$ cat config.mk
export PLATFORM = sky130hd
export DESIGN_NAME = if_fetch_unit
export DESIGN_NICKNAME = d
export VERILOG_FILES = /design/src/rtl/if_fetch_unit.sv
export SDC_FILE = /design/constraint.sdc
export NUM_CORES = 1
export LEC_CHECK = 0
export ABC_CLOCK_PERIOD_IN_PS = 3100
export BUFFER_PORTS_ARGS = -buffer_cell sky130_fd_sc_hd__buf_2
export CAP_MARGIN = 25
export CELL_PAD_IN_SITES_DETAIL_PLACEMENT = 1
export CELL_PAD_IN_SITES_GLOBAL_PLACEMENT = 2
export CORE_MARGIN = 3
export CORE_UTILIZATION = 28
export CTS_CLUSTER_DIAMETER = 150
export DETAILED_ROUTE_END_ITERATION = 8
export PLACE_DENSITY_LB_ADDON = 0.1
export SYNTH_ARGS = -nofsm -noshare
export SYNTH_HDL_FRONTEND = slang
export SYNTH_SLANG_ARGS = --single-unit
$ cat constraint.sdc
create_clock -name clk -period 3.1 [get_ports clk]
set_input_delay 0 -clock clk [delete_from_list [all_inputs] [get_ports clk]]
set_output_delay 0 -clock clk [all_outputs]
set_load 0.1 [all_outputs]
$ cat src/rtl/if_fetch_unit.sv
// Instruction-fetch stage feeding IF/ID: one outstanding imem request, stall hold, branch redirect, halt.
// Optional trace output when IF_FETCH_TRACE_EN is defined (port behaviour unchanged).
module if_fetch_unit #(
  parameter int                PC_W      = 8,
  parameter int                INSN_W    = 32,
  parameter logic [PC_W-1:0]   RESET_PC  = '0,
  parameter int                PC_STEP   = 4,
  parameter logic [INSN_W-1:0] HALT_INSN = 32'h00000073
) (
  input  logic              clk,
  input  logic              rst,
  output logic              imem_req,
  output logic [PC_W-1:0]   imem_addr,
  input  logic              imem_valid,
  input  logic [INSN_W-1:0] imem_rdata,
  input  logic              stall,
  input  logic              branch_taken,
  input  logic [PC_W-1:0]   branch_target,
  output logic              instr_valid,
  output logic [INSN_W-1:0] instr_out,
  output logic [PC_W-1:0]   pc_out,
  output logic              halted,
  output logic [15:0]       fetch_count
);

  typedef enum logic [1:0] {S_FETCH, S_WAIT, S_DRAIN, S_HALTED} state_t;

  state_t              state_reg;
  logic [PC_W-1:0]     pc_reg;
  logic                instr_valid_reg;
  logic [INSN_W-1:0]   instr_out_reg;
  logic [PC_W-1:0]     pc_out_reg;
  logic                halted_reg;
  logic [15:0]         fetch_count_reg;

  logic                accept;
  logic                issue;
  logic                capture;
  logic [PC_W-1:0]     redirect_pc;

  assign accept      = instr_valid_reg && !stall;
  // Never issue while IF/ID is holding a live instruction, so a capture always finds the output free.
  assign issue       = (state_reg == S_FETCH) && !(instr_valid_reg && stall) && !branch_taken;
  assign capture     = (state_reg == S_WAIT) && imem_valid && !branch_taken;
  assign redirect_pc = branch_target & ~PC_W'(3);

  assign imem_req    = issue && !rst;
  assign imem_addr   = pc_reg;
  assign instr_valid = instr_valid_reg;
  assign instr_out   = instr_out_reg;
  assign pc_out      = pc_out_reg;
  assign halted      = halted_reg;
  assign fetch_count = fetch_count_reg;

  always_ff @(posedge clk) begin
    if (rst) begin
      state_reg       <= S_FETCH;
      pc_reg          <= RESET_PC;
      instr_valid_reg <= 1'b0;
      instr_out_reg   <= '0;
      pc_out_reg      <= '0;
      halted_reg      <= 1'b0;
      fetch_count_reg <= '0;
    end else if (branch_taken) begin
      // Flush: the live instruction is dropped without being counted.
      pc_reg          <= redirect_pc;
      instr_valid_reg <= 1'b0;
      halted_reg      <= 1'b0;
      case (state_reg)
        S_WAIT:  state_reg <= imem_valid ? S_FETCH : S_DRAIN;
        S_DRAIN: state_reg <= S_DRAIN;
        default: state_reg <= S_FETCH;
      endcase
    end else begin
      if (accept) begin
        fetch_count_reg <= fetch_count_reg + 16'd1;
        instr_valid_reg <= 1'b0;
      end
      case (state_reg)
        S_FETCH: begin
          if (issue) state_reg <= S_WAIT;
        end
        S_WAIT: begin
          if (capture) begin
            instr_out_reg   <= imem_rdata;
            pc_out_reg      <= pc_reg;
            instr_valid_reg <= 1'b1;
            pc_reg          <= pc_reg + PC_W'(PC_STEP);
            if (imem_rdata == HALT_INSN) begin
              state_reg  <= S_HALTED;
              halted_reg <= 1'b1;
            end else begin
              state_reg  <= S_FETCH;
            end
          end
        end
        S_DRAIN: begin
          if (imem_valid) state_reg <= S_FETCH;
        end
        default: ;
      endcase
    end
  end

`ifdef IF_FETCH_TRACE_EN
  function automatic string op_class(input logic [6:0] op);
    case (op)
      7'b0110011: return "R";
      7'b0010011: return "I";
      7'b0000011: return "LD";
      7'b0100011: return "SD";
      7'b1100011: return "BEQ";
      default:    return "undef";
    endcase
  endfunction

  always_ff @(posedge clk) begin
    if (!rst && capture)
      $display("[if_fetch] t=%0t pc=%h insn=%h class=%s", $time, pc_reg, imem_rdata,
               op_class(imem_rdata[6:0]));
    if (!rst && branch_taken)
      $display("[if_fetch] t=%0t redirect pc %h -> %h", $time, pc_reg, redirect_pc);
  end
`endif

endmodule

==> results of run 1 <==
-- synthesized netlist by cell type, drive strengths merged, types with 4 or more instances --
cell type and number:
xnor2 11, inv 7, or3 4, o21ai 4, nor4 7, nand2 84, nand3 8, ha 5
xor2 4, buf 9, dfxtp 64, a21oi 44, mux2i 4, nand4 6, nor2 18, clkbuf 14
and3 5
-- kinds of logic after synthesis --
kind of cell | share of synthesized area (%)
buffers and inverters | 5.18
XOR/XNOR | 4.77
adder cells (fa/ha/maj) | 2.27
other | 0.136
multiplexers | 2.95
flip-flops | 46.5
AND/OR/NAND/NOR | 26.6
AO/OA/AOI/OAI | 11.5
-- area by class of cell --
| cell class | count | area [um2] | area share (%) |
|---|---|---|---|
| clock inverter | 2 | 60.1 | 1.51 |
| tap | 129 | 161 | 4.05 |
| timing repair buffer | 146 | 941 | 23.6 |
| inverter | 7 | 26.3 | 0.660 |
| clock buffer | 14 | 173 | 4.34 |
| multi-input combinational | 242 | 1340 | 33.6 |
| sequential | 64 | 1280 | 32.2 |
-- routing by layer --
| metal | global-route usage, % | share of wire, % | wire length [um] | vias to the layer above |
|---|---|---|---|---|
| li1 | - | - | - | 1390 |
| met1 | 19.8 | 45 | 3870 | 1288 |
| met2 | 28.4 | 50 | 4320 | 59 |
| met3 | 4.26 | 4.2 | 359 | 6 |
| met4 | 3.37 | 0.79 | 68 | 0 |
| met5 | 0 | 0 | 0 | - |
-- power by group through the flow --
stage	Sequential (W)	Clock, W	Combinational, W
2_1_floorplan	0.000972	0	0.0000941
3_3_place_gp	0.000868	0	0.000262
3_5_place_dp	0.000869	0	0.000263
4_1_cts	0.000850	0.000865	0.000302
5_1_grt	0.000852	0.000904	0.000320
6_report	0.000850	0.000829	0.000299
-- worst max-delay path by stage --
| stage | end | slack [ps] | cells past startpoint |
|---|---|---|---|
| floorplan | fetch_count[13] | 660 | 5 |
| global placement | fetch_count[15] | 1220 | 4 |
| detailed placement | instr_out[21] | 1190 | 7 |
| CTS | fetch_count[15] | 1160 | 4 |
| global route | instr_out[14] | 1040 | 7 |
| finish | fetch_count[15] | 1190 | 4 |
-- timing repair --
item	in CTS	in global routing
setup buffers	0	0
hold buffers	38	0
hold endpoints to repair	38	0
endpoints found under the setup margin	0	0
-- per-stage QoR --
stage / hold slack (ps) / cells / util [%] / setup WS [ps] / area, um2
3_5_place_dp: 254 / 550 / 35.8 / 1190 / 3370
4_1_cts: 3.49 / 604 / 42.3 / 1160 / 3980
3_3_place_gp: 234 / 550 / 35.8 / 1220 / 3370
6_report: 22.1 / 604 / 42.3 / 1190 / 3980
2_1_floorplan: 136 / 336 / - / 663 / 2760
5_1_grt: 23.5 / 604 / 42.3 / 1040 / 3980
-- worst reg2reg max path: cells and delay by family, from the launching register on --
family / cells / cell delay [ps]
flip-flops: 1 / 380
multiplexers: 1 / 310
AND/OR/NAND/NOR: 3 / 1110
==> flow_metrics.env, run 1 <==
export IMPL_worstMarginPinSlew_ps=617
export IMPL_drive_above_1_share_pct=26.9
export IMPL_fin_crit_sh_pct=61.6
export IMPL_drt_pass1_iterations=4
export IMPL_ir_worst_vdd_mv=0.262
export IMPL_synth_top_area_cell="dfxtp_1"
export IMPL_r2r_end="fetch_count[15]"
export IMPL_num_fill_cells=1138
export IMPL_seqPwrFrac_pct=43.0
export IMPL_pin_count=112
export IMPL_min_period_ps=1910
export IMPL_cts_htree_levels=3
export IMPL_drt_iter0_markers=91
export IMPL_floorplan_initialDensity_pct=29.2
export IMPL_setup_tns_ps=0
export IMPL_hp_class="primary input to register"
export IMPL_timing_critical_path_max_delay_family="simple AND/OR/NAND/NOR gates"
export IMPL_synth_area_top_cells="dfxtp_1 (47%), nand2_1 (11%), a21oi_1 (8.0%)"
export IMPL_leakagePower_nw=1.74
export IMPL_p_sw_share_pct=26.9
export IMPL_drt_wl_total_um=8620
export IMPL_required_ps=3310
export IMPL_die_h_um=105
export IMPL_skew_ps=7.40
export IMPL_end_kind="register"
export IMPL_rr_worst_depth=4
export IMPL_synth_avg_cell_area_um2=8.27
export IMPL_crit_chain="or3b_1, nor4_4, nand3_1, mux2_4"
export IMPL_die_area_um2=11100
export IMPL_area_growth_pct=44.7
export IMPL_power_frac_clock_pct=41.9
export IMPL_status="complete, no violations"
export IMPL_cp_arrival_ps=2120
export IMPL_critPathMaxStageDelay_ps=530
export IMPL_power_switching_w=0.000532
export IMPL_r2r_setup_slack_ps=1190
export IMPL_clockBufferDepth=2
export IMPL_layout_commonest_cell="buf_2"
export IMPL_worstSetupPathType="register to register"
export IMPL_vias=2743
export IMPL_wire_per_inst_um=14.3
export IMPL_setup_viol=0
export IMPL_clk_latency_ps=330
export IMPL_die_w_um=105
export IMPL_cts_sinks=64
export IMPL_grt_max_degree=40
export IMPL_finalHoldViolCount=0
export IMPL_drv_slew=0
export IMPL_track_usage_pct=16.2
export IMPL_io_buffers=105
export IMPL_ant_nets=0
export IMPL_critPathMaxFanout=8
export IMPL_viasPerCell=4.54
export IMPL_synth_edff_count=0
export IMPL_nets=520
export IMPL_rr_startpoint="instr_valid"
export IMPL_hp_start="branch_target[6]"
export IMPL_fmax_mhz=524
export IMPL_async_flop_share_pct=0
export IMPL_grt_setup_unrepaired="no"
export IMPL_ys_types=42
export IMPL_finalPower_w=0.00198
export IMPL_mostFrequentLayoutCells="buf_2 (105), nand2_1 (84), dfxtp_1 (64)"
export IMPL_critPathSlowestCell="or3b_1"
export IMPL_drv_cap=0
export IMPL_num_antenna_cells=0
export IMPL_whs_endpoint="imem_addr[6]"
export IMPL_gp_congestion=0.698
export IMPL_grt_pass1_wl_um=14400
export IMPL_grt_pass1_vias=2859
export IMPL_drc_errors=0
export IMPL_cts_repair_resized=0
export IMPL_cts_tree="done"
export IMPL_synth_cells=333
export IMPL_max_slew_margin_rel_pct=58.9
export IMPL_start_kind="register"
export IMPL_clkSlewWorstSetupHoldPaths_ps=70
export IMPL_path_buf_inv=0
export IMPL_internal_power_w=0.00145
export IMPL_ys_seq_area_share_pct=46.5
export IMPL_p_per_area_nw_per_um2=497
export IMPL_synth_top_area_share_pct=46.5
export IMPL_critical_path_startpoint="instr_valid"
export IMPL_synthFlopType="dfxtp_1"
export IMPL_core_area_um2=9420
export IMPL_netlist_area_um2=2750
export IMPL_cts_made_buffers=9
export IMPL_grt_overflow=0
export IMPL_synth_seq_cells=64
export IMPL_hpwl_um=5870
export IMPL_synth_warnings=0
export IMPL_p_comb_share_pct=15.1
export IMPL_root_buffer="clkbuf_8"
export IMPL_largest_reg_flops=32
export IMPL_rows=35
export IMPL_antenna_found_initial=0
export IMPL_worstHoldPathCells=4
(Power assumes the default switching activity.)
==> run 2: changes to the inputs <==
ABC_CLOCK_PERIOD_IN_PS = 1900   (was 3100)
CORE_UTILIZATION = 26   (was 28)
clock period = 1.9 ns   (was 3.1 ns; I/O delays follow)
==> flow_metrics.env, run 2 (same netlist as run 1, synthesis figures left out) <==
export IMPL_die_w_um=109
export IMPL_drc_errors=0
export IMPL_drv_slew=0
export IMPL_cts_tree="done"
export IMPL_post_dp_cell_area_um2=3440
export IMPL_grt_setup_unrepaired="no"
export IMPL_dp_cells=557
export IMPL_setup_viol=0
export IMPL_wire_per_inst_um=14.5
export IMPL_area_growth_pct=46.9
export IMPL_ant_nets=0
export IMPL_drt_iter0_markers=122
export IMPL_clk_latency_ps=340
export IMPL_ir_worst_vdd_mv=0.284
export IMPL_grt_pass1_wl_um=14300
export IMPL_grt_max_degree=65
export IMPL_min_period_ps=1730
export IMPL_cts_repair_resized=0
export IMPL_gp_congestion=0.736
export IMPL_required_ps=2160
export IMPL_num_antenna_cells=0
export IMPL_cts_made_buffers=9
export IMPL_vias=2757
export IMPL_rows=36
export IMPL_regArea_um2=1310
export IMPL_pin_count=112
export IMPL_grt_pass1_vias=2816
export IMPL_fin_area_um2=4040
export IMPL_mostFrequentLayoutCells="buf_2 (105), nand2_1 (84), dfxtp_1 (52)"
export IMPL_drt_wl_total_um=8880
export IMPL_largest_reg_flops=32
export IMPL_dpl_worst_slack_ps=178
export IMPL_gr_usage_met3_pct=4.50
export IMPL_use_met1_pct=18.8
export IMPL_fin_ws_ps=169
export IMPL_crit_chain="dlygate4sd3_1, buf_2, or4_1, nor4_1, nand3_1, o22ai_1"
export IMPL_fin_crit_sh_pct=91.1
export IMPL_clkSlewWorstSetupHoldPaths_ps=70
export IMPL_cts_htree_levels=3
export IMPL_gr_usage_met2_pct=26.1
export IMPL_hp_class="primary input to register"
export IMPL_floorplan_initialDensity_pct=27.4
export IMPL_cp_arrival_ps=1990
export IMPL_clockBufferDepth=2
export IMPL_num_fill_cells=1261
export IMPL_drt_pass1_iterations=5
export IMPL_timing_critical_path_max_delay_family="simple AND/OR/NAND/NOR gates"
export IMPL_top_usage_layer="met2"
export IMPL_critPathMaxStageDelay_ps=540
export IMPL_end_kind="register"
export IMPL_viasPerCell=4.50
export IMPL_finalHoldViolCount=0
export IMPL_core_area_um2=10000
export IMPL_die_area_um2=11900
export IMPL_drv_cap=0
export IMPL_multi_input_area_um2=1340
export IMPL_hpwl_um=6000
export IMPL_layout_commonest_cell="buf_2"
export IMPL_path_buf_inv=2
export IMPL_p_per_area_nw_per_um2=776
export IMPL_grt_overflow=0
export IMPL_leakagePower_nw=1.77
export IMPL_final_cells=612
export IMPL_r2r_setup_slack_ps=190
export IMPL_status="complete, no violations"
export IMPL_post_route_util_pct=40.2
export IMPL_track_usage_pct=15.4
export IMPL_skew_ps=8.21
export IMPL_critPathSlowestCell="or4_1"
export IMPL_fmax_mhz=578
export IMPL_critPathMaxFanout=2
export IMPL_die_h_um=109
export IMPL_antenna_found_initial=0
export IMPL_setup_tns_ps=0
export IMPL_cts_sinks=64
export IMPL_drive_above_1_share_pct=30.1
export IMPL_root_buffer="clkbuf_8"
export IMPL_nets=524
export IMPL_start_kind="primary input"
export IMPL_io_buffers=105
export IMPL_worstSetupPathType="primary input to register"
## run 2: worst register-to-register path, delay by kind of cell (launching register included)
kind | cells | cell delay, ps
DFF | 1 | 360
muxes | 1 | 310
and+or+nand+nor | 3 | 930
## run 2: per-stage QoR
stage                     hold WS, ps  power [W]
after floorplan                   136    0.00173
after global placement            238    0.00185
after detailed placement          246    0.00185
after CTS                        1.32    0.00320
after global routing             8.90    0.00330
final                            19.6    0.00314
## run 2: cell type report
type | count | share of cell area (%)
well taps | 133 | 4.12
repair buffers | 150 | 24.4
inverters | 7 | 0.650
multi-input cells | 242 | 33.1
flip-flops and latches | 64 | 32.4
clock buffers | 12 | 4.12
clock inverters | 4 | 1.21
## run 2: worst paths after layout
| path | startpoint | end | depth (start not counted) |
|---|---|---|---|
| worst max register to register | instr_valid | fetch_count[13] | 4 |
| worst min register to register | instr_out[6] | instr_out[6] | 2 |
| worst min-delay path | branch_target[5] | imem_addr[5] | 4 |
| worst max-delay path | imem_rdata[11] | state_reg[1] | 6 |
## run 2: repair_timing
item,in CTS,in global routing
endpoints found under the hold margin,38,0
buffers inserted,0,0
hold buffers,39,0
endpoints found under the setup margin,0,0
## run 2: routing by layer
layer | routed length (um) | share of wire (%) | up-vias
li1 | - | - | 1405
met1 | 3980 | 45 | 1284
met2 | 4360 | 49 | 63
met3 | 461 | 5.2 | 5
met4 | 78 | 0.88 | 0
met5 | 0 | 0 | -
## run 2: power by group
group	switching (W)	leakage [nW]	total (W)	internal (W)
clock network	0.000541	0.108	0.00126	0.000721
registers	0.0000201	0.526	0.00138	0.00136
logic	0.000347	1.13	0.000497	0.000149
